--- src/rtl/fetch_sequencer_if.sv ---
// Instruction-memory fetch port: single-outstanding req/ack handshake.
// The sequencer is the master; the memory bank is the slave.
interface fetch_sequencer_if;
  logic        imem_req;
  logic [31:0] imem_addr;
  logic        imem_ack;
  logic [31:0] imem_rdata;

  modport master (output imem_req, imem_addr, input imem_ack, imem_rdata);
  modport slave  (input imem_req, imem_addr, output imem_ack, imem_rdata);
endinterface

--- src/rtl/fetch_sequencer.sv ---
// Instruction-fetch sequencer: owns the PC, issues one fetch at a time, holds a one-entry IF/ID slot.
// Define IF_MISALIGN_TRAP_EN to trap misaligned branch targets; otherwise their low bits are cleared.
//
//   state    | meaning
//   ST_ISSUE | no fetch outstanding; request pc when the output slot is free
//   ST_WAIT  | fetch outstanding, its data is wanted
//   ST_DRAIN | fetch outstanding but made stale by a redirect; data is discarded
//   ST_FAULT | misaligned redirect trapped; frozen until reset
module fetch_sequencer #(
  parameter logic [31:0] RESET_PC = 32'h0000_0000
) (
  input  logic              clock,
  input  logic              reset_n,
  input  logic              stall,
  input  logic              branch_taken,
  input  logic [31:0]       branch_target,
  fetch_sequencer_if.master imem,
  output logic              if_valid,
  output logic [31:0]       if_instr,
  output logic [31:0]       if_pc_plus4,
  output logic              fetch_fault
);

  typedef enum logic [1:0] {ST_ISSUE, ST_WAIT, ST_DRAIN, ST_FAULT} state_e;

  state_e      state_q, state_d;
  logic [31:0] pc_q, pc_d;
  logic [31:0] instr_q, instr_d;
  logic [31:0] pc4_q, pc4_d;
  logic        valid_q, valid_d;
  logic        fault_q, fault_d;

  logic        issue;
  logic [31:0] pc_inc;
  logic [31:0] br_pc;
  logic        br_misaligned;

  assign issue  = reset_n && (state_q == ST_ISSUE) && (!valid_q || !stall);
  assign pc_inc = pc_q + 32'd4;

`ifdef IF_MISALIGN_TRAP_EN
  assign br_pc         = branch_target;
  assign br_misaligned = |branch_target[1:0];
`else
  assign br_pc         = branch_target & 32'hFFFF_FFFC;
  assign br_misaligned = 1'b0;
`endif

  always_ff @(posedge clock) begin
    if (!reset_n) begin
      state_q <= ST_ISSUE;
      pc_q    <= RESET_PC;
      valid_q <= 1'b0;
      instr_q <= 32'h0;
      pc4_q   <= 32'h0;
      fault_q <= 1'b0;
    end else begin
      state_q <= state_d;
      pc_q    <= pc_d;
      valid_q <= valid_d;
      instr_q <= instr_d;
      pc4_q   <= pc4_d;
      fault_q <= fault_d;
    end
  end

  always_comb begin
    state_d = state_q;
    pc_d    = pc_q;
    valid_d = valid_q;
    instr_d = instr_q;
    pc4_d   = pc4_q;
    fault_d = fault_q;

    if (valid_q && !stall) valid_d = 1'b0;

    case (state_q)
      ST_ISSUE: if (issue) state_d = ST_WAIT;
      ST_WAIT: begin
        if (imem.imem_ack) begin
          state_d = ST_ISSUE;
          pc_d    = pc_inc;
          valid_d = 1'b1;
          instr_d = imem.imem_rdata;
          pc4_d   = pc_inc;
        end
      end
      ST_DRAIN: if (imem.imem_ack) state_d = ST_ISSUE;
      default: ;
    endcase

    // A redirect wins over stall and ack; any fetch still in flight after this edge goes stale.
    if (branch_taken && state_q != ST_FAULT) begin
      valid_d = 1'b0;
      instr_d = instr_q;
      pc4_d   = pc4_q;
      pc_d    = br_pc;
      case (state_q)
        ST_ISSUE: state_d = issue ? ST_DRAIN : ST_ISSUE;
        ST_WAIT:  state_d = imem.imem_ack ? ST_ISSUE : ST_DRAIN;
        default:  state_d = imem.imem_ack ? ST_ISSUE : ST_DRAIN;
      endcase
      if (br_misaligned) begin
        state_d = ST_FAULT;
        fault_d = 1'b1;
      end
    end
  end

  always_comb begin
    imem.imem_req  = issue;
    imem.imem_addr = pc_q;
  end

  assign if_valid    = valid_q;
  assign if_instr    = instr_q;
  assign if_pc_plus4 = pc4_q;
  assign fetch_fault = fault_q;

endmodule

--- src/flat_wrapper.sv ---
// flat-port wrapper written by rule: the top's interface ports become plain ports
module fetch_sequencer_flat 
#(
  parameter logic [31:0] RESET_PC = 32'h0000_0000
)
  (clock, reset_n, stall, branch_taken, branch_target, if_valid, if_instr, if_pc_plus4, fetch_fault, imem_imem_req, imem_imem_addr, imem_imem_ack, imem_imem_rdata);
  fetch_sequencer_if imem_i ();
  input  logic clock;
  input  logic reset_n;
  input  logic stall;
  input  logic branch_taken;
  input  logic [31:0] branch_target;
  output logic if_valid;
  output logic [31:0] if_instr;
  output logic [31:0] if_pc_plus4;
  output logic fetch_fault;
  output wire logic [$bits(imem_i.imem_req)-1:0] imem_imem_req;
  output wire logic [$bits(imem_i.imem_addr)-1:0] imem_imem_addr;
  input wire logic [$bits(imem_i.imem_ack)-1:0] imem_imem_ack;
  input wire logic [$bits(imem_i.imem_rdata)-1:0] imem_imem_rdata;
  assign imem_imem_req = imem_i.imem_req;
  assign imem_imem_addr = imem_i.imem_addr;
  assign imem_i.imem_ack = imem_imem_ack;
  assign imem_i.imem_rdata = imem_imem_rdata;
  fetch_sequencer #(.RESET_PC(RESET_PC)) u_core (.clock(clock), .reset_n(reset_n), .stall(stall), .branch_taken(branch_taken), .branch_target(branch_target), .imem(imem_i), .if_valid(if_valid), .if_instr(if_instr), .if_pc_plus4(if_pc_plus4), .fetch_fault(fetch_fault));
endmodule
--- config.mk ---
export PLATFORM = sky130hd
export DESIGN_NAME = fetch_sequencer_flat
export DESIGN_NICKNAME = d
export VERILOG_FILES = /design/src/rtl/fetch_sequencer_if.sv /design/src/rtl/fetch_sequencer.sv /design/src/flat_wrapper.sv
export SDC_FILE = /design/constraint.sdc
export NUM_CORES = 1
export LEC_CHECK = 0
export ABC_CLOCK_PERIOD_IN_PS = 2250
export CORE_ASPECT_RATIO = 1.25
export CORE_MARGIN = 2
export CORE_UTILIZATION = 35
export CTS_BUF_LIST = sky130_fd_sc_hd__clkbuf_8
export CTS_CLUSTER_SIZE = 12
export DETAILED_ROUTE_END_ITERATION = 12
export PLACE_DENSITY_LB_ADDON = 0.3
export SYNTH_ARGS = -nofsm -noshare
export SYNTH_HDL_FRONTEND = slang
export SYNTH_SLANG_ARGS = --single-unit
--- constraint.sdc ---
create_clock -name clock -period 2.25 [get_ports clock]
set_clock_uncertainty 0.05 [all_clocks]
set_input_delay 0.3375 -clock clock [delete_from_list [all_inputs] [get_ports clock]]
set_output_delay 0.3375 -clock clock [all_outputs]
set_load 0.01 [all_outputs]
==> metrics.md <==
| Metric | Value |
|---|---|
| Placed inst area | `~6500 sq um` |
| Final setup violation count | `0` |
| CTS tree | `yes` |
| R2R cell count | `4` |
| Layout cells sized above 1 | `about 8.7%` |
| RSZ-0062 raised after global routing | `yes` |
| Antenna violations before repair | `0` |
| YS warnings | `0` |
| Logic pwr share | `17.9%` |
| Initial DRT Pass Iterations | `5` |
| Crit path buffers/inverters | `0` |
| # nets final | `between 800 and 900` |
| R2R Setup Slk | `between 100 and 150 ps` |
| Max Slew Vio Count | `0` |
| Final Cell Area | `~6800 sq um` |
| CTS Buffer Depth | `2` |
| FILL cells | `approximately 1200` |
| Port bufs | `160` |
| Final cell count without fillers | `~920` |
| Vias in the first global route | `approximately 4700` |
| Worst EP required | `2500 ps` |
| Power per cell area | `582 nW/um^2` |
| TritonCTS Sinks | `95` |
| DR iter-0 viols | `330` |
| Switching part of the total | `roughly 26%` |
| Root buf cell | `clkbuf_8` |
| Initial core utilization | `roughly 36%` |
| # DRC | `0` |
| RD Place Congestion | `~0.90` |
| Critical-path top delay cell | `or4_1` |
| Worst Tran Pin Value | `around 520 ps` |
| Seq/Total Area, Yosys | `between 40% and 50%` |
| Hold Startpoint | `u_core.if_instr[8]` |
| Net switching power | `about 1000 uW` |
| Routed WL | `14800 um` |
| Reg2Reg Launch Point | `u_core.imem.imem_addr[17]` |
| Number of buffers created by CTS | `9` |
| CP delay by family, top | `simple AND/OR/NAND/NOR gates` |
| Reg2Reg Capture Point | `u_core.imem.imem_addr[26]` |
| Crit path arrival time | `about 2400 ps` |
| Clk slew on worst S/H paths | `roughly 90 ps` |
| Slowest stage delay, CP | `710 ps` |
| Die area | `between 10000 and 15000 sq um` |
| Setup CP Type | `flip-flop to flip-flop` |
| Leakage | `0.00220 uW` |
| Die height | `132 um` |
| ANT cells | `0` |
| Hold endpoint | `u_core.if_instr[8]` |
| Cells after synthesis | `585` |
| Util after Layout | `between 50% and 60%` |
| Avg WL per Cell | `16.2 um` |
| Remaining antenna violation count after routing | `0` |
| Clock network fraction of total power | `35.2%` |
| Fraction of registers with async set/reset | `0%` |
| Crit-path cells | `nand4_1 -> or4_1 -> or4_1 -> a31oi_1` |
| Multi-input gate area | `around 2400 sq um` |
| Via count | `4972` |
| Slew headroom | `between 60% and 70%` |
| Post-detail-place hpwl | `~11000 um` |
| Most frequent cells in the layout | `clkdlybuf4s50_1 (160), dfxtp_1 (95), nand2_1 (91)` |
| # IOs | `approximately 170` |
| Hold Path Depth | `2` |
| Cell variety after synth | `36` |
| Via/cell ratio | `5.43` |
| Final hold violation count | `0` |
| Critical path endpoint category | `flip-flop` |
| Htree depth | `3` |
| Placed Cells | `897` |
| Die width | `about 110 um` |
| Pin count of the biggest net entering global routing | `61` |
| Status | `completed` |
| Most used DFF post-synth | `dfxtp_1` |
| Most used cell, CP | `or4_1` |
| Core box area | `12700 sq um` |
| FF/Latch Area | `~1900 sq um` |
| Max Cap Viol | `0` |
| Type of origin of the critical path | `flip-flop` |
| EDFF count, synth | `0` |
| Fmax | `about 0.47 GHz` |
| Number of synthesized register bits | `95` |
| Min cycle time layout | `around 2100 ps` |
| Most common cell after layout, fill and taps aside | `clkdlybuf4s50_1` |
| GRT Util Overall | `20.4%` |
| Worst-Skew Late Latency | `360 ps` |
| Site row count | `46` |
| Critical Path Fanout Max | `7` |
| Tcrit/Tclk final | `between 90% and 100%` |
| Worst vdd ir | `0.374 mV` |
| Reg power frac | `between 40% and 50%` |
| Syn avg cell area | `7.83 sq um` |
| First-pass GRT wire length | `between 20000 and 25000 um` |
| Int Pwr | `2910 uW` |
| Layout area overhead | `47.7%` |
| Post-Synthesis Cell Area | `roughly 4600 sq um` |
| Worst Hold Class | `flip-flop to flip-flop` |
| Grt ovf | `0` |
worst reg2reg max path, delay by kind of cell, from the launching register on:
family,cells,cell delay [ps]
AND/OR/NAND/NOR,3,1420
AO/OA/AOI/OAI,1,160
flip-flops,1,460
how the worst max path moves through the flow:
stage / slack (ps) / depth (start not counted) / endpoint / startpoint
after floorplan: 170 / 7 / u_core.imem.imem_addr[18] / u_core.imem.imem_addr[2]
after global placement: -30 / 6 / u_core.imem.imem_addr[27] / imem_imem_ack
after detailed placement: -140 / 6 / u_core.imem.imem_addr[27] / imem_imem_ack
after CTS: 60 / 5 / u_core.if_pc_plus4[18] / u_core.imem.imem_addr[2]
after global routing: -20 / 6 / u_core.imem.imem_addr[27] / u_core.state_q[0]
final: 120 / 4 / u_core.imem.imem_addr[26] / u_core.imem.imem_addr[17]
per-stage QoR:
step	TNS, ps	power [uW]	hold WS, ps	setup WS, ps
4_1_cts	0	3960	410	55.4
5_1_grt	-30.4	4100	423	-20.5
3_5_place_dp	-553	2580	396	-137
2_1_floorplan	0	2170	414	169
3_3_place_gp	-149	2570	392	-28.8
6_report	0	3940	407	117
what timing repair did:
item | CTS | global route
hold buffers | 0 | 0
setup buffers | 0 | 3
gates resized for setup | 0 | 2
setup endpoints to repair | 0 | 10
cell families after synthesis:
group	count (synthesis)	synth area share, %
and+or+nand+nor	226	25.0
adders and majority gates	4	1.09
xor gates and xnor gates	20	3.83
buffers and inverters	68	6.50
AOI/OAI and AO/OA	171	21.9
DFF	95	41.5
other	1	0.0819
synth_stat cells (12+ instances only):
cell      number  area [sq um]
a21oi_1       50           250
a311oi_1      12           105
a31oi_1       21           131
clkbuf_1      44           165
dfxtp_1       95          1900
nand2_1       92           345
nand3_1       24           120
nor2_1        21          78.8
nor3_1        14          70.1
nor4_1        15          93.8
o21ai_0       58           290
o31ai_1       17           128
or3_1         12          75.1
or4_1         19           143
xnor2_1       13           114
area by class of cell:
type                       count  area share (%)
timing repair buffer         203            29.0
clock inverter                 6            1.70
sequential                    95            28.1
clock buffer                  10            2.03
tap                          168            3.11
inverter                       8           0.444
multi-input combinational    426            35.6
state kept, by name (all words and copies together) (netlist names):
| signal | count |
|---|---|
| u_core.if_instr | 32 |
| u_core.if_pc_plus4 | 30 |
| u_core.imem.imem_addr | 30 |
| u_core.state_q | 2 |
| u_core.if_valid | 1 |
layer usage:
metal / GRT usage [%] / vias to the layer above / wire [um]
met4: 6.14 / 0 / 201
met2: 35.4 / 204 / 7410
met5: 0 / - / 0
met1: 25.1 / 2322 / 6220
met3: 4.25 / 17 / 974
li1: - / 2429 / -
power groups by stage:
stage / clock (uW) / combinational [uW] / sequential, uW
floorplan: 0 / 274 / 1900
global placement: 0 / 692 / 1880
detailed placement: 0 / 703 / 1880
CTS: 1410 / 707 / 1840
global route: 1480 / 767 / 1850
finish: 1390 / 706 / 1840
(Power assumes the default switching activity.)
